==> config.mk <==
export PLATFORM = sky130hd
export DESIGN_NAME = reg_file
export DESIGN_NICKNAME = d
export VERILOG_FILES = /design/src/rtl/reg_pkg.sv /design/src/rtl/reg_scoreboard.sv /design/src/rtl/reg_file.sv
export SDC_FILE = /design/constraint.sdc
export NUM_CORES = 2
export LEC_CHECK = 0
export CAP_MARGIN = 40
export CELL_PAD_IN_SITES_DETAIL_PLACEMENT = 0
export CELL_PAD_IN_SITES_GLOBAL_PLACEMENT = 1
export CORE_MARGIN = 10
export CORE_UTILIZATION = 57
export CTS_CLUSTER_DIAMETER = 200
export DETAILED_ROUTE_END_ITERATION = 8
export PLACE_DENSITY = 0.94
export SLEW_MARGIN = 0
export SYNTH_ARGS = -nofsm -noshare
export SYNTH_HDL_FRONTEND = slang
export SYNTH_HIERARCHICAL = 1
export SYNTH_SLANG_ARGS = --single-unit
==> constraint.sdc <==
create_clock -name clk -period 9.7 [get_ports clk]
set_input_delay 2.425 -clock clk [delete_from_list [all_inputs] [get_ports clk]]
set_output_delay 2.425 -clock clk [all_outputs]
set_load 0.02 [all_outputs]
==> src/rtl/reg_pkg.sv <==
// Shared widths and types for the architectural register file.
// Imported by the register file and its hazard scoreboard.
package reg_pkg;

  localparam int D_SIZE     = 32;
  localparam int NUM_REGS   = 32;
  localparam int REG_ADDR_W = 5;

  typedef logic [REG_ADDR_W-1:0] reg_addr_t;
  typedef logic [D_SIZE-1:0]     reg_data_t;

endpackage

==> src/rtl/reg_scoreboard.sv <==
// Pending-write tracker for the register file.
// Flags read-after-write hazards for decode.
module reg_scoreboard
  import reg_pkg::*;
(
  input  logic      clk,
  input  logic      rst_n,
  input  logic      wb_we_i,
  input  reg_addr_t wb_addr_i,
  input  logic      iss_en_i,
  input  reg_addr_t iss_addr_i,
  input  logic      rd_en_i,
  input  reg_addr_t rs1_addr_i,
  input  reg_addr_t rs2_addr_i,
  output logic      hazard_o
);

  logic [NUM_REGS-1:0] pend_q;
  logic [NUM_REGS-1:0] pend_d;
  logic                haz1;
  logic                haz2;

  // Set after clear: a newly issued producer outranks the retiring one.
  always_comb begin
    pend_d = pend_q;
    if (wb_we_i)
      pend_d[wb_addr_i] = 1'b0;
    if (iss_en_i && (iss_addr_i != '0))
      pend_d[iss_addr_i] = 1'b1;
    pend_d[0] = 1'b0;
  end

  always_ff @(posedge clk) begin
    if (!rst_n)
      pend_q <= '0;
    else
      pend_q <= pend_d;
  end

  assign haz1 = (rs1_addr_i != '0)
             && pend_q[rs1_addr_i]
             && !(wb_we_i && (wb_addr_i == rs1_addr_i));
  assign haz2 = (rs2_addr_i != '0)
             && pend_q[rs2_addr_i]
             && !(wb_we_i && (wb_addr_i == rs2_addr_i));

  assign hazard_o = rd_en_i && (haz1 || haz2);

endmodule

==> src/rtl/reg_file.sv <==
// Architectural register file: one write-back port, two
// registered read ports with same-cycle bypass.
module reg_file
  import reg_pkg::*;
(
  input  logic      clk,
  input  logic      rst_n,
  input  logic      wb_we,
  input  reg_addr_t wb_addr,
  input  reg_data_t wb_data,
  input  logic      rd_en,
  input  reg_addr_t rs1_addr,
  input  reg_addr_t rs2_addr,
  output reg_data_t rs1_data,
  output reg_data_t rs2_data,
  output logic      rd_valid,
  input  logic      iss_en,
  input  reg_addr_t iss_addr,
  output logic      hazard
);

  reg_data_t regs_q [NUM_REGS];
  reg_data_t rs1_q;
  reg_data_t rs1_d;
  reg_data_t rs2_q;
  reg_data_t rs2_d;
  logic      rd_valid_q;

  always_comb begin
    rs1_d = regs_q[rs1_addr];
    if (wb_we && (wb_addr == rs1_addr))
      rs1_d = wb_data;
    if (rs1_addr == '0)
      rs1_d = '0;
  end

  always_comb begin
    rs2_d = regs_q[rs2_addr];
    if (wb_we && (wb_addr == rs2_addr))
      rs2_d = wb_data;
    if (rs2_addr == '0)
      rs2_d = '0;
  end

  always_ff @(posedge clk) begin
    if (!rst_n) begin
      for (int i = 0; i < NUM_REGS; i++)
        regs_q[i] <= '0;
      rs1_q      <= '0;
      rs2_q      <= '0;
      rd_valid_q <= 1'b0;
    end else begin
      if (wb_we && (wb_addr != '0))
        regs_q[wb_addr] <= wb_data;
      if (rd_en) begin
        rs1_q      <= rs1_d;
        rs2_q      <= rs2_d;
        rd_valid_q <= 1'b1;
      end else begin
        rd_valid_q <= 1'b0;
      end
    end
  end

  assign rs1_data = rs1_q;
  assign rs2_data = rs2_q;
  assign rd_valid = rd_valid_q;

  reg_scoreboard u_sb (
    .clk        (clk),
    .rst_n      (rst_n),
    .wb_we_i    (wb_we),
    .wb_addr_i  (wb_addr),
    .iss_en_i   (iss_en),
    .iss_addr_i (iss_addr),
    .rd_en_i    (rd_en),
    .rs1_addr_i (rs1_addr),
    .rs2_addr_i (rs2_addr),
    .hazard_o   (hazard)
  );

endmodule

======== After elaboration in Yosys (flattened, before gate mapping) ========
Memories as Yosys holds them, arrays and structs flattened.
Index checks and enable logic that the tools add are counted.
storage, ports and cells
  register bits after elaboration ......... 97
  memory bits (writable) .................. 1024
  output and inout port bits .............. 66
  logic and storage cells ................. 60
  memories kept ........................... 1
operators by class
  order comparisons ....................... 6
  equality and inequality tests ........... 2
  muxes and demuxes ....................... 22
  bitwise gates (word level) .............. 3
  reductions and logical operators ........ 21
memories
  name    depth  width  rd ports  clocked after memory_dff  write ports  line            RTL
  regs_q  32     32     2         0                         32           reg_file.sv:22  reg_data_t regs_q [NUM_REGS];
operators by type and width
  cell                                                 count
  2-to-1 mux 32 bit                                    7
  AND 32 bit                                           1
  NOT 32 bit                                           1
  bitwise OR 32 bit                                    1
  OR reduction 32 bit                                  1
  < comparator 5 x 6 -> 1 bit, second input constant   4
  nonzero test 5 bit                                   4
  logical AND 1 bit                                    11
  binary-select mux 1 bit (select 5 bit)               2
  demux 1 bit (select 5 bit)                           2
  == test 5 bit                                        2
  >= comparator 5 x 1 -> 1 bit, second input constant  2
  logical NOT 5 bit                                    2
  2-to-1 mux 1 bit                                     10
  2-to-1 mux 5 bit                                     1
  logical NOT 1 bit                                    2
  logical OR 1 bit                                     1

======== Depth between registers and ports, before layout ========
  word-level depth ........................ 9
  depth in mapped cells ................... 9
  depth with buffers taken out ............ 5

======== Modules after synthesis ========
Netlist, hierarchy kept.
by module, submodules not included
  module          instances  cells an instance  area an instance (um^2)  sequential area each (um^2)
  reg_file        1          4038               56176.4                  32050.7
  reg_scoreboard  1          218                2013.2                   620.6

======== Worst setup path before layout ========
Ideal clock, no wire load.
  kind .................................... in2out
  start ................................... in rs1_addr[1]
  end ..................................... out hazard
  arrival ................................. 3.853 ns
  required time ........................... 7.275 ns
  slack ................................... 3.422 ns
  stages on the path ...................... 6
  buffers on the path ..................... 1
  cells stage by stage .................... buf_2 mux4_2 mux4_2 nand2b_4 nand3_2 o22ai_2
between the ends
  cells in the longest elaborated chain, start to end .. 6
  elaborated cells on any way between the ends .. 10
  those cells by class .................... 1 x eq/ne; 2 x mux; 7 x reduce/logical
ends and longest elaborated chain
  element                                                                      line                                        RTL
  start: declaration                                                           reg_file.sv:12                              input reg_addr_t rs1_addr,
  binary-select mux 1 bit (select 5 bit) or == test 5 bit (tied branches)      reg_scoreboard.sv:41, reg_scoreboard.sv:42
  2-to-1 mux 1 bit (implied by the code) or logical AND 1 bit (tied branches)  reg_scoreboard.sv:41, reg_scoreboard.sv:42
  logical AND 1 bit or logical NOT 1 bit (tied branches)                       reg_scoreboard.sv:41, reg_scoreboard.sv:42
  logical AND 1 bit *                                                          reg_scoreboard.sv:42                        && !(wb_we_i && (wb_addr_i == rs1_addr_i));
  logical OR 1 bit *                                                           reg_scoreboard.sv:47                        assign hazard_o = rd_en_i && (haz1 || haz2);
  logical AND 1 bit *                                                          reg_scoreboard.sv:47
  end: declaration                                                             reg_file.sv:19                              output logic hazard
Every way passes the cells marked *; elsewhere a longest branch is shown, timed or not. The select of a mux whose other input is x is not followed.

======== Worst setup path in the final report ========
  start ................................... in rs1_addr[0]
  end ..................................... out hazard
Same word-level chain as after synthesis.

==> run_results.csv <==
group,metric,value,unit
run_status,outcome,"finished, final reports clean",
timing,fin_crit,7.45,ns
detailed_routing,drt_iter0_drc,7718,
global_routing,grtUsageTotal,33.8,%
global_routing,antenna_found_initial,5,
timing,slew_violations,0,
placed_design,dp_slack,2.19,ns
synth,synthFlopType,"edfxtp_1",
pwr,powerDensity,179,nW/um^2
placed_design,dpl.cell_count,5380,
timing,fin_setup_tns,0,ns
die,fp-row-count,117,
placed_design,port_buffers,122,
global_routing,grt_pass1_wl,292,mm
timing,finalClockSkew,0.0499,ns
clock_tree,clk_pin_slew,0.06,ns
detailed_routing,routed_wl,200,mm
die,dieWidth,340,um
timing,setup_viol_count_final,0,
detailed_routing,first_pass_iters,8,
placed_design,hpwl,113,mm
worst_hold_path,hold_path.class,"reg -> reg",
pwr,finalPower,11.6,mW
critical_path,startpoint_type,"input port",
clock_tree,root_buffer,"clkbuf_16",
critical_path,cp.required,7.28,ns
clock_tree,cts_tree,"yes",
timing,fmax,134,MHz
die,core_area,102000,um^2
layout,drive_gt1_share,21.2,%
synth,syn_inst,4256,
die,fp.dieH,340,um
global_routing,grt_pass1_vias,43900,
timing,hold_ws,0.482,ns
synth,ys_seq_area_share,56.1,%
detailed_routing,wl_per_cell,35.8,um
job,maxCapViolCount,0,
synth,synth.avg_cell_area,13.7,um^2
layout,utilization,64.1,%
synth,ys_warn_count,6,
pwr,leakage,20.3,nW
timing,rsz0062_at_grt,"false",
layout,nets,4182,
timing,slew-limit-headroom,26.3,%
clock_tree,numClockSinks,1120,
critical_path,end_kind,"output port",
layout,area_growth,11.9,%
clock_tree,cts-buffers-inserted,111,
placed_design,globalplace.congestion,0.870,
clock_tree,hold_buffers,0,
clock_tree,cts_resized,0,
detailed_routing,drcViolationCount,0,
synth,synth_edf_count,1024,
detailed_routing,drtAntennaViolNets,0,
critical_path,arrival,5.02,ns
global_routing,grt-ovfl-total,0,
clock_tree,ctsLongestPathBuffers,3,
pwr,ir_drop,0.140,mV
synth,synth_cell_types,54,
clock_tree,clk_latency,0.73,ns
detailed_routing,num_vias,44200,
timing,tightest_slew,1.11,ns
layout,fin_area,65100,um^2
clock_tree,ctsHtreeMaxLevel,3,
critical_path,criticalPathCategory,"in -> out",
die,dieArea,115000,um^2
synth,ys_async_sr_fraction,0,%
die,ioPinCount,123,
global_routing,grt_max_degree,160,
synth,synth_area,58200,um^2
layout,stdcell_count,5591,
critical_path,critPathMaxFanout,81,
timing,layout_setup_ws,2.25,ns
detailed_routing,via_per_inst,7.90,
timing,fin_crit_sh,76.8,%
timing,hold_viol_final,0,
synth,ys_ff_latch,1120,
clock_tree,postCtsSetupBuffers,0,
die,start_util,57.3,%
placed_design,post_dp_cell_area,61500,um^2
flip-flops by register name, summed over array words and instances, names as in the netlist:
name	count
rd_valid	1
regs_q	1024
rs1_data	32
rs2_data	32
u_sb/pend_q	31
kinds of logic (layout without fill, tap and decap cells):
logic type / Yosys count / in the layout / synth area share, %
AND/OR/NAND/NOR: 1268 / 1268 / 10.9
flip-flops: 1120 / 1120 / 56.1
AO/OA/AOI/OAI: 647 / 647 / 7.79
buffers and inverters: 601 / 536 / 4.53
multiplexers: 599 / 599 / 20.3
XOR/XNOR: 20 / 20 / 0.301
other: 1 / 33 / 0.00644
worst max-delay path, stage by stage:
cell             delay [ns]
buf_8                  0.58
mux4_1                 0.65
mux4_2                 0.45
nand2b_4               0.15
nand3_2                0.09
o22ai_2                0.08
clkdlybuf4s50_1        0.56
path summary, 6_finish.rpt:
| kind | from | endpoint | slack (ns) | cells after the start |
|---|---|---|---|---|
| setup reg to reg | regs_q[16][29] | rs2_data[29] | 7.55 | 5 |
| hold reg to reg | rs2_data[19] | rs2_data[19] | 0.48 | 1 |
| hold / removal | rs2_data[19] | rs2_data[19] | 0.48 | 1 |
| setup / recovery | rs1_addr[0] | hazard | 2.25 | 7 |
cell usage after synthesis (5+ instances only):
library cell	instances	area, um^2
edfxtp_1	1024	30700
nor3_1	994	4970
mux4_2	460	10400
clkbuf_1	407	1530
nand2_1	152	571
o21ai_0	151	756
mux2i_1	134	1340
a22oi_1	126	946
buf_2	99	495
dfxtp_1	96	1920
a21oi_1	85	425
a221oi_1	65	569
o21ai_1	51	255
inv_1	37	139
a2111o_1	32	360
a21boi_0	31	233
o211ai_2	30	375
buf_6	25	282
nor2b_1	25	156
and3_1	24	150
a211oi_1	23	173
nor4_1	23	144
a221o_1	22	220
o22ai_1	22	138
buf_4	18	135
buf_1	15	56.3
xnor2_1	12	105
nand3b_1	9	67.6
nor2_1	8	30.0
xor2_1	8	70.1
or3b_2	5	43.8
power by group:
group / leakage [nW] / switching, mW / total (mW) / internal [mW]
combinational: 8.03 / 0.960 / 1.57 / 0.611
clock: 1.78 / 1.91 / 4.35 / 2.44
sequential: 10.5 / 0.164 / 5.70 / 5.54
total: 20.3 / 3.04 / 11.6 / 8.59
cells in the final DEF (no fill, tap or decap), types with 23 or more instances in the layout:
cell	netlist	routed
clkbuf_16	0	113
a21boi_0	31	31
clkdlybuf4s50_1	0	113
a22oi_1	126	126
buf_16	0	35
edfxtp_1	1024	1024
o21ai_0	151	120
o21ai_4	0	31
conb_1	1	32
inv_1	37	34
a221oi_1	65	65
o211ai_2	30	30
buf_4	18	103
and3_1	24	24
a211oi_1	23	23
nor3_1	994	993
mux2i_1	134	134
mux4_2	460	460
clkbuf_1	407	29
clkinv_2	0	25
a21oi_1	85	84
o21ai_1	51	51
nand2_1	152	150
a2111o_1	32	32
dfxtp_1	96	96
layout make-up:
cell class / count / area (um^2)
Fill cell: 7016 / 36500
Sequential cell: 1120 / 32700
Multi-Input combinational cell: 2566 / 23500
Timing Repair Buffer: 289 / 3500
Clock buffer: 149 / 3030
Tap cell: 1368 / 1710
Clock inverter: 61 / 581
Inverter: 37 / 146
Antenna cell: 1 / 2.50
layer usage:
layer  global-route usage, %  wire [um]  vias up
li1                        -          -    16900
met1                    41.6      62100    21400
met2                    50.4      87700     4737
met3                    11.1      32800     1151
met4                    24.0      17400        4
met5                       0         27        -
Power figures use the tool's default switching activity.
